## src/rtl/demux_dispatch_pkg.sv

```systemverilog
// Shared types and constants for the packet dispatch controller
// and the round-robin picker it uses.
package demux_dispatch_pkg;

    typedef enum logic [1:0] {
        IDLE  = 2'd0,
        ROUTE = 2'd1,
        DROP  = 2'd2
    } dispatch_state_t;

    typedef logic [1:0] chan_t;

    localparam int   NUM_CH   = 4;
    localparam logic MODE_ADDR = 1'b0;
    localparam logic MODE_RR   = 1'b1;

endpackage

```

## src/rtl/demux_dispatch_ctrl_rr_pick4.sv

```systemverilog
// rr_pick4: combinational 4-way round-robin picker.
// Ports: rr_ptr (search start), en_mask (candidates) -> target, found.
module rr_pick4
    import demux_dispatch_pkg::*;
(
    input  chan_t      rr_ptr,
    input  logic [3:0] en_mask,
    output chan_t      target,
    output logic       found
);

    chan_t idx;

    // Scan from the farthest offset down so the nearest enabled
    // channel (starting at rr_ptr) is the last one to win.
    always_comb begin
        target = '0;
        found  = 1'b0;
        idx    = '0;
        for (int i = NUM_CH - 1; i >= 0; i--) begin
            idx = rr_ptr + chan_t'(i);
            if (en_mask[idx]) begin
                target = idx;
                found  = 1'b1;
            end
        end
    end

endmodule

```

## src/rtl/demux_dispatch_ctrl.sv

```systemverilog
// demux_dispatch_ctrl: packet-level controller for a 1-to-4 demux slice.
// Ports: clk, rst_n, mode, en_mask, in_* stream, sel/out_* to the slice,
//   busy, pkt_cnt (4 x CNT_W), drop_cnt. Optional stall watchdog with
//   stall_err output when DEMUX_DISPATCH_TIMEOUT_EN is defined.
module demux_dispatch_ctrl
    import demux_dispatch_pkg::*;
#(
    parameter int DATA_W  = 8,
    parameter int CNT_W   = 8
`ifdef DEMUX_DISPATCH_TIMEOUT_EN
    ,
    parameter int TIMEOUT = 16
`endif
)
(
    input  logic                  clk,
    input  logic                  rst_n,
    input  logic                  mode,
    input  logic [3:0]            en_mask,
    input  logic                  in_valid,
    output logic                  in_ready,
    input  logic [DATA_W-1:0]     in_data,
    input  chan_t                 in_dest,
    input  logic                  in_last,
    output chan_t                 sel,
    output logic [DATA_W-1:0]     out_data,
    output logic [3:0]            out_valid,
    input  logic [3:0]            out_ready,
    output logic                  busy,
    output logic [4*CNT_W-1:0]    pkt_cnt,
    output logic [CNT_W-1:0]      drop_cnt
`ifdef DEMUX_DISPATCH_TIMEOUT_EN
    ,
    output logic                  stall_err
`endif
);

    dispatch_state_t state;
    chan_t           rr_ptr;
    logic            mode_q;
    logic [CNT_W-1:0] cnt_q [NUM_CH];
    chan_t           rr_target;
    logic            rr_found;
    logic            acc;

    rr_pick4 u_pick (
        .rr_ptr  (rr_ptr),
        .en_mask (en_mask),
        .target  (rr_target),
        .found   (rr_found)
    );

    for (genvar k = 0; k < NUM_CH; k++) begin : g_cnt
        assign pkt_cnt[k*CNT_W +: CNT_W] = cnt_q[k];
    end

    assign out_data = in_data;
    assign busy     = (state != IDLE);
    assign acc      = in_valid && in_ready;

    always_comb begin
        out_valid = '0;
        in_ready  = 1'b0;
        unique case (state)
            ROUTE: begin
                out_valid[sel] = in_valid;
                in_ready       = out_ready[sel];
            end
            DROP:    in_ready = 1'b1;
            default: ;
        endcase
    end

`ifdef DEMUX_DISPATCH_TIMEOUT_EN
    localparam int STALL_W = $clog2(TIMEOUT + 1);
    logic [STALL_W-1:0] stall_cnt;
`endif

    always_ff @(posedge clk or negedge rst_n) begin
        if (!rst_n) begin
            state    <= IDLE;
            sel      <= '0;
            rr_ptr   <= '0;
            mode_q   <= MODE_ADDR;
            drop_cnt <= '0;
            for (int k = 0; k < NUM_CH; k++) cnt_q[k] <= '0;
`ifdef DEMUX_DISPATCH_TIMEOUT_EN
            stall_cnt <= '0;
            stall_err <= 1'b0;
`endif
        end else begin
            unique case (state)
                IDLE: begin
                    if (in_valid) begin
                        mode_q <= mode;
                        if (mode == MODE_ADDR) begin
                            if (en_mask[in_dest]) begin
                                sel   <= in_dest;
                                state <= ROUTE;
                            end else begin
                                state <= DROP;
                            end
                        end else if (rr_found) begin
                            sel   <= rr_target;
                            state <= ROUTE;
                        end else begin
                            state <= DROP;
                        end
                    end
                end
                ROUTE: begin
                    if (acc && in_last) begin
                        cnt_q[sel] <= cnt_q[sel] + 1'b1;
                        if (mode_q == MODE_RR) rr_ptr <= sel + 2'd1;
                        state <= IDLE;
                    end
`ifdef DEMUX_DISPATCH_TIMEOUT_EN
                    if (acc) begin
                        stall_cnt <= '0;
                    end else if (in_valid) begin
                        // Watchdog trip: the remainder of the packet
                        // is discarded and counted as a drop.
                        if (stall_cnt == STALL_W'(TIMEOUT - 1)) begin
                            stall_cnt <= '0;
                            stall_err <= 1'b1;
                            state     <= DROP;
                        end else begin
                            stall_cnt <= stall_cnt + 1'b1;
                        end
                    end
`endif
                end
                DROP: begin
                    if (acc && in_last) begin
                        drop_cnt <= drop_cnt + 1'b1;
                        state    <= IDLE;
                    end
                end
                default: state <= IDLE;
            endcase
        end
    end

endmodule

```

## config.mk

```make
export PLATFORM = sky130hd
export DESIGN_NAME = demux_dispatch_ctrl
export DESIGN_NICKNAME = d
export VERILOG_FILES = /design/src/rtl/demux_dispatch_pkg.sv /design/src/rtl/demux_dispatch_ctrl_rr_pick4.sv /design/src/rtl/demux_dispatch_ctrl.sv
export SDC_FILE = /design/constraint.sdc
export NUM_CORES = 1
export LEC_CHECK = 0
export ABC_AREA = 1
export CORE_ASPECT_RATIO = 1.75
export CORE_UTILIZATION = 28
export DETAILED_ROUTE_END_ITERATION = 6
export SYNTH_ARGS = -nofsm -noshare
export SYNTH_HDL_FRONTEND = slang
export SYNTH_HIERARCHICAL = 1
export SYNTH_SLANG_ARGS = --single-unit
```

## constraint.sdc

```tcl
create_clock -name clk -period 2.4 [get_ports clk]
set_clock_uncertainty 0.1 [all_clocks]
set_input_delay 0.72 -clock clk [delete_from_list [all_inputs] [get_ports clk]]
set_output_delay 0.72 -clock clk [all_outputs]
set_load 0.01 [all_outputs]
```

==> metrics.md, run 1 <==
| Metric | Value |
|---|---|
| Die Footprint | 0.0115 mm² |
| Synthesis Warnings | 6 |
| WL per Instance | 12.6 µm |
| Max Clock Freq | 0.431 GHz |
| Final setup fails | 0 |
| Longest Clk Path Bufs | 2 |
| Final hold violations | 0 |
| Setup ws final | 81.1 ps |
| Syn-to-layout area delta | 32.5% |
| Leakage dissipation | 2.12 nW |
| Die extent in y | 141 µm |
| Status | completed |
| Sequential element share of the synthesized area | 38.1% |
| Worst skew pair latency | 290 ps |
| Number of global-route vias before repair | 2904 |
| Cell Rows | 50 |
| Final Cycle Share | 96.6% |
| Synth Area in Adders | 3.64% |
| Synth Area in Simple Gates | 31.5% |
| Synthesized area per cell | 7.04 µm² |
| Mapped Cells | 439 |
| Clock Pin Slew Worst Setup and Hold Paths | 70 ps |
| DRT antenna net count | 0 |
| Syn Nets | 471 |
| Slew Viols, Final | 0 |
| Initial Util | 28.9% |
| Final worst path period need | 2320 ps |
| WS Path Type | reg -> out |
| Antenna violations before repair | 0 |
| Clk sinks | 47 |
| Crit start category | flip-flop |
| Filler Cell Count | 1127 |
| CORE AREA | 0.0107 mm² |
| Layout cells sized above 1 | 12.6% |
| I/O Pins | 79 |
| CTS tree | done |
| Number of synthesized register bits | 47 |
| Final GP Congestion | 0.871 |
| RSZ-0062 raised after global routing | false |
| Slew headroom | 66.5% |
| Ant diodes | 0 |
| Drt first pass iters | 4 |
| Non-Filler Instances | 652 |
| Max cap viols | 0 |
| Worst EP required | 1580 ps |
| Grt ovf | 0 |
| All-Layer GR Usage | 15.5% |
| Nets@finish | 553 |
| Largest net degree at the start of global routing | 22 |
| Routed vias | 2993 |
| Xor and xnor fraction of the mapped netlist area | 2.55% |
| Max FO, Critical Path | 11 |
| Cts bufs inserted | 5 |
| Yosys cell types | 31 |
| Number of port buffers | 62 |
| DP Wirelength | 6470 µm |
| Synth Area in Compound Gates | 11.3% |
| DRT Wirelength | 8230 µm |
| Critical Path Source | sel[0] |
| Chip Width | 81.4 µm |
| Total chip power | 4.61 mW |
| Endpoint type of the worst setup path | output pin |
| Largest family of logic cells by synthesized area | simple AND/OR/NAND/NOR gates |
| PD cells | 1120 mW/mm² |
| Worst-Margin Slew | 500 ps |
| Mux contribution to synthesized area | 0.364% |
| Pre-CTS setup slack | -610 ps |
| First-pass GRT wire length | 13700 µm |
| Min-Delay Path Class | in -> async |
| Util after Layout | 38.3% |
| Detailed Route Iter0 Violations | 150 |
| H-tree depth | 2 |
| Reg2reg start | sel[0] |
| DRC violations left | 0 |
| Placed insts | 643 |
| WP data arrival | 1500 ps |
| Cell Area, Synth | 0.00309 mm² |
| Worst vdd ir | 550 µV |
| Vias/cell | 4.59 |
| Clock root cell | clkbuf_16 |
==> worst max-delay path, stage by stage (launching register included) <==
cell             delay, ps
dfrtp_1                350
buf_4                  130
buf_4                  180
clkdlybuf4s50_1        550
==> sequential cells by signal (all words and copies together) (netlist names) <==
name and cells:
state 2, drop_cnt 8, mode_q 1, rr_ptr 2
pkt_cnt 32, sel 2
==> repair_timing <==
| item | CTS | global route |
|---|---|---|
| gates resized for setup | 27 | 3 |
| pin swaps | 4 | 2 |
| hold buffers | 0 | 0 |
| hold endpoints to repair | 0 | 0 |
| setup buffers | 1 | 0 |
| endpoints found under the setup margin | 7 | 7 |
==> through the flow <==
stage / hold slack, ps / setup TNS (ps) / cell area [µm²]
floorplan: 324 / 0 / 3090
global placement: 364 / -2100 / 3970
detailed placement: 393 / -2950 / 3970
CTS: 215 / 0 / 4090
global route: 231 / 0 / 4100
finish: 211 / 0 / 4100
==> power breakdown <==
group / internal, mW / total, mW / leakage [nW] / switching, mW
logic: 1.11 / 2.74 / 1.58 / 1.63
registers: 0.996 / 1.18 / 0.480 / 0.181
clock network: 0.385 / 0.684 / 0.0669 / 0.299
==> cell families after synthesis <==
logic type | count (synthesis)
AO/OA/AOI/OAI | 51
multiplexers | 1
buffers and inverters | 88
XOR/XNOR | 9
AND/OR/NAND/NOR | 234
flip-flops | 47
adder cells (fa/ha/maj) | 9
==> cell usage after synthesis <==
| cell | instances | share of area, % |
|---|---|---|
| o21ai_1 | 1 | 0.16 |
| o21ai_0 | 8 | 1.3 |
| buf_4 | 11 | 2.7 |
| a21boi_0 | 1 | 0.24 |
| buf_6 | 1 | 0.36 |
| inv_2 | 5 | 0.61 |
| and2_4 | 1 | 0.28 |
| nor2_1 | 18 | 2.2 |
| xor2_1 | 7 | 2.0 |
| inv_1 | 60 | 7.3 |
| nand3b_1 | 1 | 0.24 |
| nor4_1 | 1 | 0.20 |
| a21oi_1 | 5 | 0.81 |
| o21ai_2 | 1 | 0.28 |
| o21bai_1 | 34 | 8.3 |
| ha_1 | 9 | 3.6 |
| mux2_2 | 1 | 0.36 |
| nand3_2 | 1 | 0.32 |
| nand2_2 | 6 | 1.2 |
| or2_2 | 1 | 0.20 |
| xnor2_1 | 2 | 0.57 |
| clkinv_1 | 4 | 0.49 |
| dfrtp_1 | 47 | 38 |
| nor3_1 | 2 | 0.32 |
| nand3_1 | 24 | 3.9 |
| nor2_4 | 3 | 1.1 |
| buf_2 | 6 | 0.97 |
| nand2_1 | 174 | 21 |
| nand4_1 | 2 | 0.40 |
| inv_4 | 1 | 0.20 |
| o211ai_1 | 1 | 0.24 |
==> metal layers <==
| metal | part of all wire, % | track usage, % | up-vias |
|---|---|---|---|
| met5 | 0 | 0 | - |
| met4 | 4.3 | 8.36 | 0 |
| met3 | 4.4 | 2.27 | 25 |
| met2 | 53 | 27.3 | 97 |
| met1 | 39 | 17.4 | 1374 |
| li1 | - | - | 1497 |
==> cell type report <==
class / instances / area [µm²] / area share, %
flip-flops and latches: 47 / 1180 / 28.7
clock inverters: 2 / 12.5 / 0.306
multi-input cells: 304 / 1530 / 37.4
clock buffers: 6 / 129 / 3.15
repair buffers: 93 / 820 / 20.0
well taps: 130 / 163 / 3.97
inverters: 70 / 265 / 6.48
==> path summary, 6_finish.rpt <==
path | to | slack, ps | cells after the start
min in group clk | drop_cnt[7] | 390 | 1
max in group asynchronous | mode_q | 1410 | 2
max reg2reg | pkt_cnt[28] | 200 | 13
min reg2reg | drop_cnt[7] | 390 | 1
min | pkt_cnt[20] | 210 | 1
max | sel[0] | 80 | 3
==> layout by cell type (no fill, tap or decap), types with 6 or more instances in the layout <==
cell / synthesis / layout
inv_1: 60 / 60
nand2_2: 6 / 7
buf_2: 6 / 6
nand3_1: 24 / 24
clkdlybuf4s50_1: 0 / 50
nor2_1: 18 / 17
nand2_1: 174 / 173
ha_1: 9 / 9
buf_4: 11 / 31
xor2_1: 7 / 7
dfrtp_1: 47 / 47
o21bai_1: 34 / 34
o21ai_0: 8 / 7
Power figures use the tool's default switching activity.
==> run 2, diff against run 1 <==
--- a/config.mk
+++ b/config.mk
@@ -5,10 +5,11 @@
 export SDC_FILE = /design/constraint.sdc
 export NUM_CORES = 1
 export LEC_CHECK = 0
-export ABC_AREA = 1
+export ABC_AREA = 0
 export CORE_ASPECT_RATIO = 1.75
-export CORE_UTILIZATION = 28
+export CORE_UTILIZATION = 48
 export DETAILED_ROUTE_END_ITERATION = 6
+export PLACE_DENSITY = 0.8
 export SYNTH_ARGS = -nofsm -noshare
 export SYNTH_HDL_FRONTEND = slang
 export SYNTH_HIERARCHICAL = 1
==> run 2 against run 1 <==
Non-clock buffer count grew 11. Flip-flop and latch count is the same. Power shrank 41%. Synthesized cell count shrank 40%. Critical endpoint is now in_ready. Maximum frequency shrank 5.1%. Critical path depth grew 2. Register-to-register slack lost 90 ps. Routed wire length shrank 14%. The flow now finishes with violations (negative setup slack).
==> metrics.md, run 2 <==
| Metric | Value |
|---|---|
| All-Layer GR Usage | 25.4% (+9.9 points) |
| Number of global-route vias before repair | 2454 (-15%) |
| Leakage dissipation | 1.75 nW (-18%) |
| Area leader, netlist | dfrtp_1 |
| Crit-path cells | buf_6 > mux4_2 > a21oi_2 > nor2b_1 > buf_2 |
| Hold buffer count at CTS | 0 (unchanged) |
| Nets@finish | 386 (-30%) |
| Reg-to-Reg End | pkt_cnt[6] |
| Final GP Congestion | 0.906 (+4.0%) |
| Max FFs per register | 32 (unchanged) |
| RSZ-0062 raised after global routing | true |
| I/O Pins | 79 (unchanged) |
| PD cells | 722 mW/mm² (-36%) |
| Mapped Cells | 265 (-40%) |
| Routed vias | 2407 (-20%) |
| Detailed Route Iter0 Violations | 107 (-29%) |
| Worst EP required | 1580 ps (about the same) |
| Max cap viols | 0 (unchanged) |
| Largest cells by area after synthesis | dfrtp_1 42%, nand2_1 6.7%, mux4_2 5.7%, ha_1 4.0%, mux2i_1 3.6% |
| Crit start category | primary input |
| Largest family of logic cells by synthesized area | simple AND/OR/NAND/NOR gates |
| Grt ovf | 0 (unchanged) |
| DRT Wirelength | 7090 µm (-14%) |
| Asr flop ratio synth | 100% (unchanged) |
| Cell Area, Synth | 0.00278 mm² (-10%) |
| Worst vdd ir | 798 µV (+45%) |
| Most frequent cell after synthesis | nand2_1 |
| Worst skew pair latency | 300 ps (about the same) |
| Setup ws final | -43.6 ps (-125 ps) |
| Longest Clk Path Bufs | 2 (unchanged) |
| Sequential element share of the synthesized area | 42.3% (+4.2 points) |
| Xor and xnor fraction of the mapped netlist area | 3.15% (+0.60 points) |
| Worst-Margin Slew | 548 ps (+47.4 ps) |
| Endpoint type of the worst setup path | output pin |
| Synth Area in Compound Gates | 13.3% (+2.0 points) |
| CP Depth | 5 (+2) |
| Non-Filler Instances | 430 (-34%) |
| DRC violations left | 0 (unchanged) |
| First-pass GRT wire length | 11700 µm (-15%) |
| Final Cycle Share | 102% (+5.2 points) |
| Synthesized area per cell | 10.5 µm² (+49%) |
| Cts bufs inserted | 5 (unchanged) |
| Largest net degree at the start of global routing | 26 (+18%) |
| Hold WS | 297 ps (+85.1 ps) |
| Most frequent cells in the layout | 50 x nand2_1, 50 x clkdlybuf4s50_1, 46 x dfrtp_1 |
| Vias/cell | 5.60 (+22%) |
| Layout cells sized above 1 | 25.4% (+13 points) |
| Die extent in y | 103 µm (-27%) |
| Final setup fails | 1 (+1) |
| Post-synth top cells | 50 x nand2_1, 47 x dfrtp_1, 18 x o21ai_0, 13 x nand3_1, 11 x nand4_1 |
| Critical Path Source | out_ready[3] |
| Number of synthesized flops with an enable pin | 0 (unchanged) |
| Antenna violations before repair | 0 (unchanged) |
| Synth Area in Adders | 4.05% (+0.40 points) |
| Mux contribution to synthesized area | 13.2% (+13 points) |
| Chip Width | 59.6 µm (-27%) |
| R2R Setup Slk | 110 ps (-90 ps) |
| WP data arrival | 1620 ps (+120 ps) |
| Syn Nets | 297 (-37%) |
| Number of synthesized register bits | 47 (unchanged) |
| Final worst path period need | 2440 ps (+125 ps) |
| Setup TNS | -43.6 ps (-43.6 ps) |
| Placed cell area | 0.00364 mm² (-8.3%) |
| Status | finished with violations |
| Setup crit end | in_ready |
| Clock Pin Slew Worst Setup and Hold Paths | 80 ps (about the same) |
| CORE AREA | 0.00559 mm² (-48%) |
| Drt first pass iters | 4 (unchanged) |
| Max Clock Freq | 0.409 GHz (-5.1%) |
| Synth Area in Simple Gates | 17.9% (-14 points) |
| CP max stage delay | 480 ps (-70 ps) |
| Yosys cell types | 39 (+26%) |
| Crit path buf inv count | 2 (-1) |
| Crit path max-delay family | multiplexers |
| Fin area | 0.00377 mm² (-7.9%) |
| Number of port buffers | 62 (unchanged) |
| CTS tree | done |
| Syn-to-layout area delta | 35.5% |
| Slew headroom | 63.5% (-3.0 points) |
| Final hold violations | 0 (unchanged) |
| Clock root cell | clkbuf_8 |
| Die Footprint | 0.00612 mm² (-47%) |
| Crit-path slowest cell | mux4_2 |
| Ys flop type | dfrtp_1 |
| Clk sinks | 47 (unchanged) |
| Synthesis Warnings | 6 (unchanged) |
| Placed insts | 419 (-35%) |
| H-tree depth | 2 (unchanged) |
| DP Wirelength | 5260 µm (-19%) |
| Max FO, Critical Path | 2 (-9) |
| Min-Delay Path Class | in -> async |
| WS Path Type | in -> out |
| Ant diodes | 0 (unchanged) |
| Cell Rows | 36 (-28%) |
| Initial Util | 49.8% (+21 points) |
| Top-area cell type share of the netlist area | 42.3% (+4.2 points) |
| Reg2reg start | sel[0] |
| Slew Viols, Final | 0 (unchanged) |
| Worst r2r path cells | 6 (-7) |
| WL per Instance | 16.5 µm (+31%) |
| Failing checks | negative setup slack |
| DRT antenna net count | 0 (unchanged) |
-- run 2: power by group --
part	internal [mW]	total, mW	switching [mW]
clock	0.305	0.561	0.256
combinational	0.616	1.18	0.565
sequential	0.889	0.980	0.0909
-- run 2: worst min-delay path by stage --
stage | from | endpoint | depth (start not counted)
3_5_place_dp | drop_cnt[7] | drop_cnt[7] | 1
2_1_floorplan | rst_n | drop_cnt[0] | 0
6_report | rst_n | rr_ptr[1] | 1
3_3_place_gp | drop_cnt[7] | drop_cnt[7] | 1
5_1_grt | rst_n | pkt_cnt[23] | 1
4_1_cts | rst_n | pkt_cnt[7] | 1
-- run 2: layout make-up --
class / count / area (µm²)
multi-input cells: 191 / 1450
inverters: 5 / 18.8
flip-flops and latches: 47 / 1180
clock inverters: 1 / 30.0
repair buffers: 104 / 927
fillers: 478 / 1820
well taps: 76 / 95.1
clock buffers: 6 / 72.6
-- run 2: per-layer routing --
metal  wire, µm  share of wire [%]  track usage, %
met2       3880                 55            45.7
met4        221                3.1            11.3
met3        304                4.3            3.51
met1       2680                 38            29.3
met5          0                  0               0
-- run 2: logic make-up after synthesis --
| kind of cell | after synthesis |
|---|---|
| fa+ha+maj | 9 |
| flops | 47 |
| simple gates | 101 |
| mux | 24 |
| xor+xnor | 10 |
| buf+inv | 27 |
| compound gates | 47 |
-- run 2: worst reg2reg max path, cell delays in order (launching register included) --
cell and delay, ps:
dfrtp_1 390, buf_6 130, buf_4 150, mux4_1 710
and4_4 330, a211o_2 340, nand3_1 80
-- run 2: metrics by stage --
stage / util (%) / worst slack (ps) / power [mW]
2_1_floorplan: - / 6.24 / 1.63
3_3_place_gp: 65.2 / -708 / 2.09
3_5_place_dp: 65.2 / -732 / 2.12
4_1_cts: 67.4 / -44.4 / 2.73
5_1_grt: 67.5 / -67.1 / 2.88
6_report: 67.5 / -43.6 / 2.72
-- run 2: repair_timing --
action                     in CTS  in global routing
setup endpoints to repair       7                 18
pin swaps                       1                  0
buffers inserted                4                  0
resized for setup              28                  9
==> run 3, diff against run 2 <==
--- a/config.mk
+++ b/config.mk
@@ -6,10 +6,11 @@
 export NUM_CORES = 1
 export LEC_CHECK = 0
 export ABC_AREA = 0
+export CAP_MARGIN = 20
 export CORE_ASPECT_RATIO = 1.75
 export CORE_UTILIZATION = 48
 export DETAILED_ROUTE_END_ITERATION = 6
-export PLACE_DENSITY = 0.8
+export PLACE_DENSITY = 0.89
 export SYNTH_ARGS = -nofsm -noshare
 export SYNTH_HDL_FRONTEND = slang
 export SYNTH_HIERARCHICAL = 1
==> run 3 against run 2 <==
The flow still finishes with violations (negative setup slack). Sequential power decreased by 0.8%. Routed wire length increased by 1.9%. Flip-flop and latch count unchanged. Via count increased by 2.8%. Largest power group unchanged.
==> metrics.md, run 3 (synthesis gave the netlist of run 2 again) <==
| Metric | Value |
|---|---|
| Status | finished with violations |
| Failing checks | negative setup slack |
| Crit-path slowest cell | mux4_2 |
| WP data arrival | 1730 ps (+110 ps) |
| DP Wirelength | 5180 µm (-1.5%) |
| Setup crit end | in_ready |
| Ant diodes | 0 (unchanged) |
| Crit start category | primary input |
| Final Cycle Share | 106% (+4.3 points) |
| CP dominant cell by count | buf_2 |
| All-Layer GR Usage | 25.9% (+0.50 points) |
| Clk sinks | 47 (unchanged) |
| Longest Clk Path Bufs | 2 (unchanged) |
| WS Path Type | in -> out |
| Antenna violations before repair | 0 (unchanged) |
| DRT antenna net count | 0 (unchanged) |
| Util after Layout | 69.1% (+1.6 points) |
| Most frequent cells in the layout | 50 x nand2_1, 50 x clkdlybuf4s50_1, 47 x dfrtp_1 |
| Grt ovf | 0 (unchanged) |
| Slew headroom | 61.9% (-1.6 points) |
| Detailed Route Iter0 Violations | 143 (+34%) |
| Endpoint type of the worst setup path | output pin |
| Setup ws final | -147 ps (-103 ps) |
| Worst vdd ir | 375 µV (-53%) |
| Hold buffer count at CTS | 0 (unchanged) |
| Die extent in y | 103 µm (unchanged) |
| Leakage dissipation | 1.79 nW (+2.2%) |
| I/O Pins | 79 (unchanged) |
| Nets@finish | 392 (+1.6%) |
| Clock Pin Slew Worst Setup and Hold Paths | 90 ps (about the same) |
| Crit path buf inv count | 2 (unchanged) |
| DRC violations left | 0 (unchanged) |
| First-pass GRT wire length | 11900 µm (+1.7%) |
| WL per Instance | 16.5 µm (+0.27%) |
| Final setup fails | 1 (unchanged) |
| Number of global-route vias before repair | 2498 (+1.8%) |
| Max Clock Freq | 0.393 GHz (-4.0%) |
| Max cap viols | 0 (unchanged) |
| Initial Util | 49.8% (unchanged) |
| Hold WS | 297 ps (+0.0710 ps) |
| DRT Wirelength | 7230 µm (+1.9%) |
| Drt first pass iters | 4 (unchanged) |
| Final GP Congestion | 0.835 (-7.8%) |
| R2R Setup Slk | 90 ps (-20 ps) |
| RSZ-0062 raised after global routing | true |
| Critical Path Source | out_ready[3] |
| Worst r2r path cells | 8 (+2) |
| Largest net degree at the start of global routing | 25 (-3.8%) |
| Vias/cell | 5.66 (+1.1%) |
| Reg-to-Reg End | pkt_cnt[23] |
| PD cells | 726 mW/mm² (+0.50%) |
| CP max stage delay | 530 ps (+50 ps) |
| Layout cells sized above 1 | 29.1% (+3.7 points) |
| Die Footprint | 0.00612 mm² (unchanged) |
| Cell Rows | 36 (unchanged) |
| Worst EP required | 1580 ps (about the same) |
| CTS tree | done |
| CORE AREA | 0.00559 mm² (unchanged) |
| Syn-to-layout area delta | 38.6% |
| Crit path max-delay family | multiplexers |
| Number of port buffers | 62 (unchanged) |
| Max FO, Critical Path | 2 (unchanged) |
| Cts bufs inserted | 5 (unchanged) |
| Max FFs per register | 32 (unchanged) |
| Worst skew pair latency | 310 ps (about the same) |
| Routed vias | 2474 (+2.8%) |
| Crit-path cells | buf_2 > mux4_2 > a21oi_4 > nor2b_1 > buf_2 |
| H-tree depth | 2 (unchanged) |
| Chip Width | 59.6 µm (unchanged) |
| Clock root cell | clkbuf_8 |
| Final worst path period need | 2550 ps (+103 ps) |
| Min-Delay Path Class | in -> async |
| Worst-Margin Slew | 572 ps (+24.7 ps) |
| Final hold violations | 0 (unchanged) |
| Pre-CTS setup slack | -803 ps (-70.7 ps) |
| Slew Viols, Final | 0 (unchanged) |
| Reg2reg start | sel[0] |
| CP Depth | 5 (unchanged) |
==> run 3: changes by cell type in the layout (fill, tap and decap cells not counted), moves of 2 or more <==
cell | previous run | this run
buf_12 | 1 | 5
clkbuf_2 | 2 | 5
buf_2 | 3 | 5
buf_6 | 4 | 2
dlygate4sd2_1 | 3 | 1
ha_1 | 6 | 4
ha_2 | 3 | 5
==> run 3: final cells by class <==
| type | count | area, µm² |
|---|---|---|
| fill | 407 | 1730 |
| sequential | 47 | 1180 |
| tap | 76 | 95.1 |
| inverter | 5 | 18.8 |
| timing repair buffer | 110 | 1000 |
| clock inverter | 2 | 16.3 |
| clock buffer | 6 | 82.6 |
| multi-input combinational | 191 | 1470 |
==> run 3: metal layers <==
metal | vias to the layer above | GRT usage, % | part of all wire [%] | wire length, µm
li1 | 1146 | - | - | -
met3 | 24 | 4.14 | 4.9 | 352
met2 | 107 | 44.9 | 53 | 3800
met4 | 0 | 14.5 | 3.3 | 235
met1 | 1197 | 29.8 | 39 | 2840
met5 | - | 0 | 0 | 0
==> run 3: where the power goes <==
group          leakage [nW]  switching, mW  internal, mW  total [mW]
Combinational          1.09          0.617         0.694        1.31
Sequential            0.644         0.0846         0.887       0.972
Clock                0.0474          0.281         0.235       0.516
==> run 3: how the worst min path moves through the flow <==
stage / start / end / slack (ps)
5_1_grt: rst_n / pkt_cnt[28] / 330
3_5_place_dp: drop_cnt[7] / drop_cnt[7] / 360
3_3_place_gp: drop_cnt[7] / drop_cnt[7] / 360
6_report: rst_n / pkt_cnt[6] / 300
2_1_floorplan: rst_n / drop_cnt[0] / 320
4_1_cts: rst_n / pkt_cnt[28] / 300
==> run 3: metrics by stage <==
stage          total power, mW  area (µm²)  std cells  setup TNS (ps)
2_1_floorplan             1.63        2790        265               0
3_3_place_gp              2.06        3670        418           -8480
3_5_place_dp              2.10        3670        418           -9340
4_1_cts                   2.71        3820        433            -163
5_1_grt                   2.95        3860        437            -183
6_report                  2.80        3860        437            -147
==> run 3: timing repair <==
| action | CTS | global route |
|---|---|---|
| pin swaps | 1 | 1 |
| setup buffers | 7 | 4 |
| endpoints found under the setup margin | 7 | 17 |
| gates resized for setup | 27 | 20 |
